File: src/rtl/ddr_read_arbiter.sv
// Round-robin arbiter sharing one DDR burst-read port between the ISA refill
// path and the DAT load path. Returned beats are steered to the granted requester.
module ddr_read_arbiter #(
    parameter int DDR_ADDR_WIDTH = 28,
    parameter int DDR_DATA_WIDTH = 64,
    parameter int ISA_WIDTH      = 30,
    parameter int LEN_WIDTH      = 10
) (
    input  logic                      clk,
    input  logic                      rst,
    input  logic                      isa_req,
    input  logic [DDR_ADDR_WIDTH-1:0] isa_addr,
    input  logic [LEN_WIDTH-1:0]      isa_len,
    output logic [ISA_WIDTH-1:0]      isa_data,
    output logic                      isa_data_valid,
    output logic [LEN_WIDTH-1:0]      isa_rd_cnt,
    output logic                      isa_done,
    input  logic                      dat_req,
    input  logic [DDR_ADDR_WIDTH-1:0] dat_addr,
    input  logic [LEN_WIDTH-1:0]      dat_len,
    output logic [DDR_DATA_WIDTH-1:0] dat_data,
    output logic                      dat_data_valid,
    output logic [LEN_WIDTH-1:0]      dat_rd_cnt,
    output logic                      dat_done,
    input  logic                      ddr_rdy,
    output logic                      rd_burst_req,
    output logic [DDR_ADDR_WIDTH-1:0] rd_burst_addr,
    output logic [LEN_WIDTH-1:0]      rd_burst_len,
    input  logic [DDR_DATA_WIDTH-1:0] rd_burst_data,
    input  logic                      rd_burst_data_valid,
    input  logic                      rd_burst_finish,
    output logic                      owner,
    output logic                      busy
);

    typedef enum logic [1:0] {IDLE, ISSUE, DATA, DONE} state_t;

    state_t state;
    logic   last_grant;
    logic   isa_win;

    // On contention the requester that did not win last time goes first.
    always_comb begin
        isa_win = isa_req && (!dat_req || last_grant);
    end

    always_ff @(posedge clk or negedge rst) begin
        if (!rst) begin
            state          <= IDLE;
            last_grant     <= 1'b1;
            owner          <= 1'b0;
            busy           <= 1'b0;
            rd_burst_req   <= 1'b0;
            rd_burst_addr  <= '0;
            rd_burst_len   <= '0;
            isa_data       <= '0;
            isa_data_valid <= 1'b0;
            isa_rd_cnt     <= '0;
            isa_done       <= 1'b0;
            dat_data       <= '0;
            dat_data_valid <= 1'b0;
            dat_rd_cnt     <= '0;
            dat_done       <= 1'b0;
        end else begin
            isa_data_valid <= 1'b0;
            dat_data_valid <= 1'b0;
            isa_done       <= 1'b0;
            dat_done       <= 1'b0;
            case (state)
                IDLE: begin
                    if (ddr_rdy && (isa_req || dat_req)) begin
                        state <= ISSUE;
                        busy  <= 1'b1;
                        if (isa_win) begin
                            owner         <= 1'b0;
                            last_grant    <= 1'b0;
                            rd_burst_addr <= isa_addr;
                            rd_burst_len  <= isa_len;
                            isa_rd_cnt    <= '0;
                        end else begin
                            owner         <= 1'b1;
                            last_grant    <= 1'b1;
                            rd_burst_addr <= dat_addr;
                            rd_burst_len  <= dat_len;
                            dat_rd_cnt    <= '0;
                        end
                    end
                end
                ISSUE: begin
                    // A zero-length burst never touches the DDR interface.
                    if (rd_burst_len == '0) begin
                        state <= DONE;
                        if (owner) dat_done <= 1'b1;
                        else       isa_done <= 1'b1;
                    end else begin
                        rd_burst_req <= 1'b1;
                        state        <= DATA;
                    end
                end
                DATA: begin
                    if (rd_burst_data_valid) begin
                        if (!owner && isa_rd_cnt < rd_burst_len) begin
                            isa_data       <= rd_burst_data[ISA_WIDTH-1:0];
                            isa_data_valid <= 1'b1;
                            isa_rd_cnt     <= isa_rd_cnt + LEN_WIDTH'(1);
                        end
                        if (owner && dat_rd_cnt < rd_burst_len) begin
                            dat_data       <= rd_burst_data;
                            dat_data_valid <= 1'b1;
                            dat_rd_cnt     <= dat_rd_cnt + LEN_WIDTH'(1);
                        end
                    end
                    if (rd_burst_finish) begin
                        rd_burst_req <= 1'b0;
                        state        <= DONE;
                        if (owner) dat_done <= 1'b1;
                        else       isa_done <= 1'b1;
                    end
                end
                DONE: begin
                    state <= IDLE;
                    busy  <= 1'b0;
                end
                default: begin
                    state <= IDLE;
                    busy  <= 1'b0;
                end
            endcase
        end
    end

endmodule

File: config.mk
export PLATFORM = sky130hd
export DESIGN_NAME = ddr_read_arbiter
export DESIGN_NICKNAME = d
export VERILOG_FILES = /design/src/rtl/ddr_read_arbiter.sv
export SDC_FILE = /design/constraint.sdc
export NUM_CORES = 1
export LEC_CHECK = 0
export ABC_AREA = 1
export CAP_MARGIN = 0
export CORE_ASPECT_RATIO = 1.4
export CORE_UTILIZATION = 47
export CTS_CLUSTER_DIAMETER = 40
export CTS_CLUSTER_SIZE = 12
export DETAILED_ROUTE_END_ITERATION = 16
export HOLD_SLACK_MARGIN = 0.15
export PLACE_DENSITY = 0.88
export SYNTH_ARGS = -nofsm -noshare
export SYNTH_HDL_FRONTEND = slang
export SYNTH_SLANG_ARGS = --single-unit
File: constraint.sdc
create_clock -name clk -period 2.58 [get_ports clk]
set_input_delay 0.516 -clock clk [delete_from_list [all_inputs] [get_ports clk]]
set_output_delay 0.516 -clock clk [all_outputs]
set_load 0.02 [all_outputs]
* Word level (Yosys, flattened, before mapping)
Index checks and enable logic that the tools add are counted.
Storage, ports and cells: logic and storage cells 87, register bits 162, output and inout port bits 159, input port bits 147
Operators by class: reduce and logical (&&, ||, !) cells 21, magnitude comparators 2, mux-type cells 36, $add $sub $neg 2, equal/unequal tests 11
Operator list (count):
- $mux W10 | 9
- $pmux W10 S2 | 2
- $mux W28 | 1
- $add A10 B1 Y10 const B | 2
- $lt A10 B10 Y1 | 2
- $mux W1 | 17
- $ne A2 B2 Y1 const B | 8
- $logic_not A10 Y1 | 1
- $reduce_and A5 Y1 | 2
- $reduce_and A3 Y1 | 3
- $pmux W1 S2 | 4
- $pmux W2 S4 | 1
- $reduce_and A2 Y1 | 3
- $reduce_bool A2 Y1 | 3
- $eq A2 B2 Y1 const B | 2
- $logic_and A1 B1 Y1 | 4
- $mux W2 | 2
- $eq A2 B1 Y1 const B | 1
- $logic_not A1 Y1 | 2
- $logic_not A2 Y1 | 1
- $logic_or A1 B1 Y1 | 2

* Longest topological paths before layout
depth in word-level cells 6, depth in mapped cells 13, depth with buffers taken out 12

* Worst setup path before layout
OpenSTA, ideal clock, no wires.
kind reg2reg, from register rd_burst_len[9], to register dat_data[0], buffers on the path 2, clock period less this slack 1.799 ns, setup slack 0.781 ns, arrival 1.733 ns, stages on the path, launching flop included 13, required time 2.514 ns, setup time 0.066 ns, cells stage by stage dfrtp_1 > inv_1 > ha_1 > nand2_1 > nor2_1 > nand2_1 > nor2_1 > nor2_1 > nand4_1 > buf_4 > buf_6 > nand2_1 > nand2_1
Between the ends: word-level cells in the longest chain between the ends 3
Ends and longest elaborated chain:
- from (decl) | RTL line 28 | output logic [LEN_WIDTH-1:0] rd_burst_len,
- from (signal assigned) | RTL line 78 | rd_burst_len <= isa_len;
- from (signal assigned) | RTL line 84 | rd_burst_len <= dat_len;
- $lt A10 B10 Y1 | RTL line 107 | if (owner && dat_rd_cnt < rd_burst_len) begin
- $logic_and A1 B1 Y1 | RTL line 107
- $reduce_and A3 Y1 (no line)
- to (signal assigned) | RTL line 108 | dat_data <= rd_burst_data;
- to (decl) | RTL line 21 | output logic [DDR_DATA_WIDTH-1:0] dat_data,
Every way passes these cells. A chain may end at the register's enable or synchronous reset.

* Worst setup path after layout
from register isa_rd_cnt[6], to output isa_rd_cnt[6]
RTL lines:
- from (decl) | RTL line 16 | output logic [LEN_WIDTH-1:0] isa_rd_cnt,
- from (signal assigned) | RTL line 105 | isa_rd_cnt <= isa_rd_cnt + LEN_WIDTH'(1);
No word-level cell between the ends.

==> Flow_metrics.wiki <==
{| class="wikitable"
! Metric !! Value
|-
| Run status || complete, no violations
|-
| Initial core utilization || 48.5%
|-
| Global-route total usage across every layer || 29.2%
|-
| Final count of negative-setup-slack endpoints || 0
|-
| Combined buffer and inverter count along the critical path || 1
|-
| Mean routed wirelength per cell || 16.5 um
|-
| Crit path max fanout || 8
|-
| Instance area at placement || 10800 sq um
|-
| CTS buffer count || 17
|-
| Maximum single-stage delay on the critical path || 0.67 ns
|-
| DRT iter0 DRCs || 526
|-
| Largest area contributor in the synthesized netlist || sky130_fd_sc_hd__dfrtp_1
|-
| DRC errors left || 0
|-
| ANT cells || 0
|-
| Total core area || 15700 sq um
|-
| Clock latency on the worst-skew pair || 0.42 ns
|-
| Filler cell count || 1155
|-
| CTS tree || done
|-
| Total I/O pin count || 306
|-
| #FFs+latches synth || 162
|-
| Least setup slack across all paths after layout || 0.436 ns
|-
| Internal Pwr Total || 7.76 mW
|-
| Chip Height || 153 um
|-
| Class of the worst hold path || reg2reg
|-
| Number of clock sinks || 162
|-
| Detailed-route vias per instance || 5.26
|-
| Finished Cell Area || 11500 sq um
|-
| DR vias || 7579
|-
| Grt met2 use || 51.9%
|-
| Die Footprint || 16700 sq um
|-
| Clock transition time at the flip-flop clock pins of the worst setup and hold paths || 0.07 ns
|-
| Placement Setup Slack || 0.261 ns
|-
| Endpoint kind of the worst setup timing path || output port
|-
| Flop pwr share || 32.2%
|-
| Relative contribution of combinational cells to total power || 47.9%
|-
| Highest-delay cell along the critical path || sky130_fd_sc_hd__clkdlybuf4s50_1
|-
| Slew at the pin closest to its max-slew limit || 0.887 ns
|-
| Setup tns final || 0 ns
|-
| Maximum capacitance violations || 0
|-
| Met3 global-route usage || 6.33%
|-
| Count of unique library cells instantiated by Yosys || 28
|-
| Worst rel slew slack || 40.8%
|-
| Period utilisation layout || 83.1%
|-
| Synthesis warning total || 0
|-
| Post-synth net total || 1106
|-
| Net switching share of the total power || 40.7%
|-
| Category of cells accounting for the largest share of critical-path delay || buffers and inverters
|-
| Arrival time of the worst setup path || 1.63 ns
|-
| Area growth from synthesis to layout || 50.6%
|-
| Clock tree root buffer cell || sky130_fd_sc_hd__clkbuf_16
|-
| Part of the total power dissipated in the clock network || 19.9%
|-
| Max-slew violations || 0
|-
| Commonest cells after routing, fill and taps aside || sky130_fd_sc_hd__nand2_1 (360), sky130_fd_sc_hd__clkdlybuf4s50_1 (303), sky130_fd_sc_hd__dfrtp_1 (161), sky130_fd_sc_hd__nand3_1 (98), sky130_fd_sc_hd__nor2_1 (80)
|-
| CP required || 2.06 ns
|-
| Power per standard cell area || 1140 nW/um^2
|-
| Total detailed-routing wirelength || 23800 um
|-
| Achievable clock frequency || 0.466 GHz
|-
| Proportion of netlist area held by the largest area contributor || 53.0%
|-
| Most common library cell in the layout ignoring fill and taps || sky130_fd_sc_hd__nand2_1
|-
| CTS-repair resized insts || 0
|-
| Total power || 13.1 mW
|-
| Count of standard-cell rows || 54
|-
| Worst clock skew on the final layout || 0.0186 ns
|-
| Number of nets in the layout || 1402
|-
| Number of detailed-route iterations in the first pass || 7
|-
| Post-DP HPWL || 16700 um
|-
| Total grt overflow || 0
|-
| Hold_ws || 0.469 ns
|-
| Count of port buffers added during placement || 305
|-
| Floorplan die width || 110 um
|-
| Minimum clock period || 2.14 ns
|-
| Pin count of the biggest net entering global routing || 69
|-
| Setup repair after global routing missed its margin || false
|-
| Worst setup path class || reg2out
|-
| Leak Pwr || 5.50 nW
|-
| Area of the mapped netlist || 7610 sq um
|-
| Dominant cells by area after synthesis || sky130_fd_sc_hd__dfrtp_1 (53%), sky130_fd_sc_hd__nand2_1 (18%), sky130_fd_sc_hd__nand3_1 (6.4%), sky130_fd_sc_hd__o21ai_0 (4.7%), sky130_fd_sc_hd__ha_1 (3.9%)
|-
| Average cell area after synthesis || 8.14 sq um
|-
| Cell chain of the critical path || clkdlybuf4s50_1
|-
| H-Tree Depth || 4
|-
| Number of global-route vias before repair || 7532
|-
| Seq/Total Area, Yosys || 53.3%
|-
| Fraction of layout instances using a drive strength above 1 || 4.82%
|-
| Antenna violations before repair || 0
|-
| Post-synthesis cell count || 935
|-
| Final estimated routing congestion in global placement || 0.871
|-
| Global-route wire length before repair || 37800 um
|-
| Number of failing hold endpoints at the final stage || 0
|-
| Met1 capacity usage during global routing || 32.9%
|-
| Largest buffer count on any clock path || 2
|-
| Antenna violation net count after detailed routing || 0
|-
| Most crowded layer after global routing || met2
|-
| Worst-case vdd ir drop || 667 uV
|-
| Net Sw Power || 5.32 mW
|-
| Element type at the critical path start || flip-flop
|}
==> registers in the layout, indices dropped and copies added, names as in the netlist <==
signal          flops
dat_rd_cnt         10
dat_done            1
rd_burst_len       10
dat_data_valid      1
owner               1
isa_done            1
last_grant          1
dat_data           64
rd_burst_req        1
state               2
isa_data_valid      1
rd_burst_addr      28
busy                1
isa_rd_cnt         10
isa_data           30
==> layout make-up <==
type,count,area (sq um),area share (%)
tap,196,245,2.14
clock buffer,19,443,3.87
sequential,162,4060,35.4
multi-input combinational,680,3120,27.2
inverter,44,165,1.44
clock inverter,13,170,1.49
timing repair buffer,326,3260,28.5
==> metal layers <==
layer  part of all wire (%)  routed length (um)  up-vias
met2                     53               12500      341
met4                    3.1                 729        0
met5                      0                   0        -
li1                       -                   -     3594
met1                     37                8710     3590
met3                    7.5                1790       54
==> worst paths after layout <==
path	startpoint	endpoint	slack (ns)	depth (start not counted)
min reg2reg	dat_data[34]	dat_data[34]	0.47	2
min in group asynchronous	rst	dat_data[10]	0.69	2
max reg2reg	dat_rd_cnt[7]	dat_rd_cnt[4]	0.47	9
max	isa_rd_cnt[6]	isa_rd_cnt[6]	0.44	1
max in group asynchronous	rst	last_grant	1.11	3
min	dat_data[34]	dat_data[34]	0.47	2
==> stage by stage <==
step	util (%)	std cells
3_3_place_gp	69.1	1407
4_1_cts	73.1	1440
3_5_place_dp	69.1	1407
6_report	73.1	1440
5_1_grt	73.1	1440
2_1_floorplan	-	935
==> power by group through the flow <==
stage          sequential [mW]  clock (mW)  combinational (mW)
2_1_floorplan             5.39           0                1.99
3_3_place_gp              4.18           0                6.11
3_5_place_dp              4.23           0                6.23
4_1_cts                   4.20        2.64                6.28
5_1_grt                   4.33        2.75                6.80
6_report                  4.21        2.61                6.26
==> cells in the mapped netlist <==
library cell and instances:
sky130_fd_sc_hd__o21bai_1 2, sky130_fd_sc_hd__ha_1 24, sky130_fd_sc_hd__nand3b_1 1, sky130_fd_sc_hd__clkbuf_2 1
sky130_fd_sc_hd__clkbuf_1 23, sky130_fd_sc_hd__nand2_1 360, sky130_fd_sc_hd__o21ai_0 72, sky130_fd_sc_hd__buf_6 8
sky130_fd_sc_hd__xnor2_1 3, sky130_fd_sc_hd__a21oi_1 7, sky130_fd_sc_hd__inv_2 3, sky130_fd_sc_hd__dfrtp_1 161
sky130_fd_sc_hd__buf_4 4, sky130_fd_sc_hd__nor4_1 1, sky130_fd_sc_hd__o21ai_1 1, sky130_fd_sc_hd__nand4_1 8
sky130_fd_sc_hd__and2_1 1, sky130_fd_sc_hd__nand3_1 98, sky130_fd_sc_hd__nor3_1 3, sky130_fd_sc_hd__xor2_1 6
sky130_fd_sc_hd__a2bb2oi_1 1, sky130_fd_sc_hd__o22ai_1 9, sky130_fd_sc_hd__nor2_4 1, sky130_fd_sc_hd__nor2_2 2
sky130_fd_sc_hd__nor2_1 80, sky130_fd_sc_hd__inv_1 41, sky130_fd_sc_hd__buf_2 13, sky130_fd_sc_hd__dfstp_2 1
==> timing repair <==
action | 4_1_cts | 5_1_grt
endpoints found under the hold margin | 24 | 0
buffers inserted | 0 | 0
endpoints found under the setup margin | 0 | 0
hold buffers | 1 | 0
==> cell families (layout without fill, tap and decap cells) <==
| group | after synthesis | after routing | synth area share (%) |
|---|---|---|---|
| adders and majority gates | 24 | 24 | 3.95 |
| buffers and inverters | 93 | 402 | 5.81 |
| AOI/OAI and AO/OA | 92 | 92 | 6.32 |
| xor gates and xnor gates | 9 | 9 | 1.04 |
| and+or+nand+nor | 555 | 555 | 29.6 |
| DFF | 162 | 162 | 53.3 |
(Power assumes the default switching activity.)
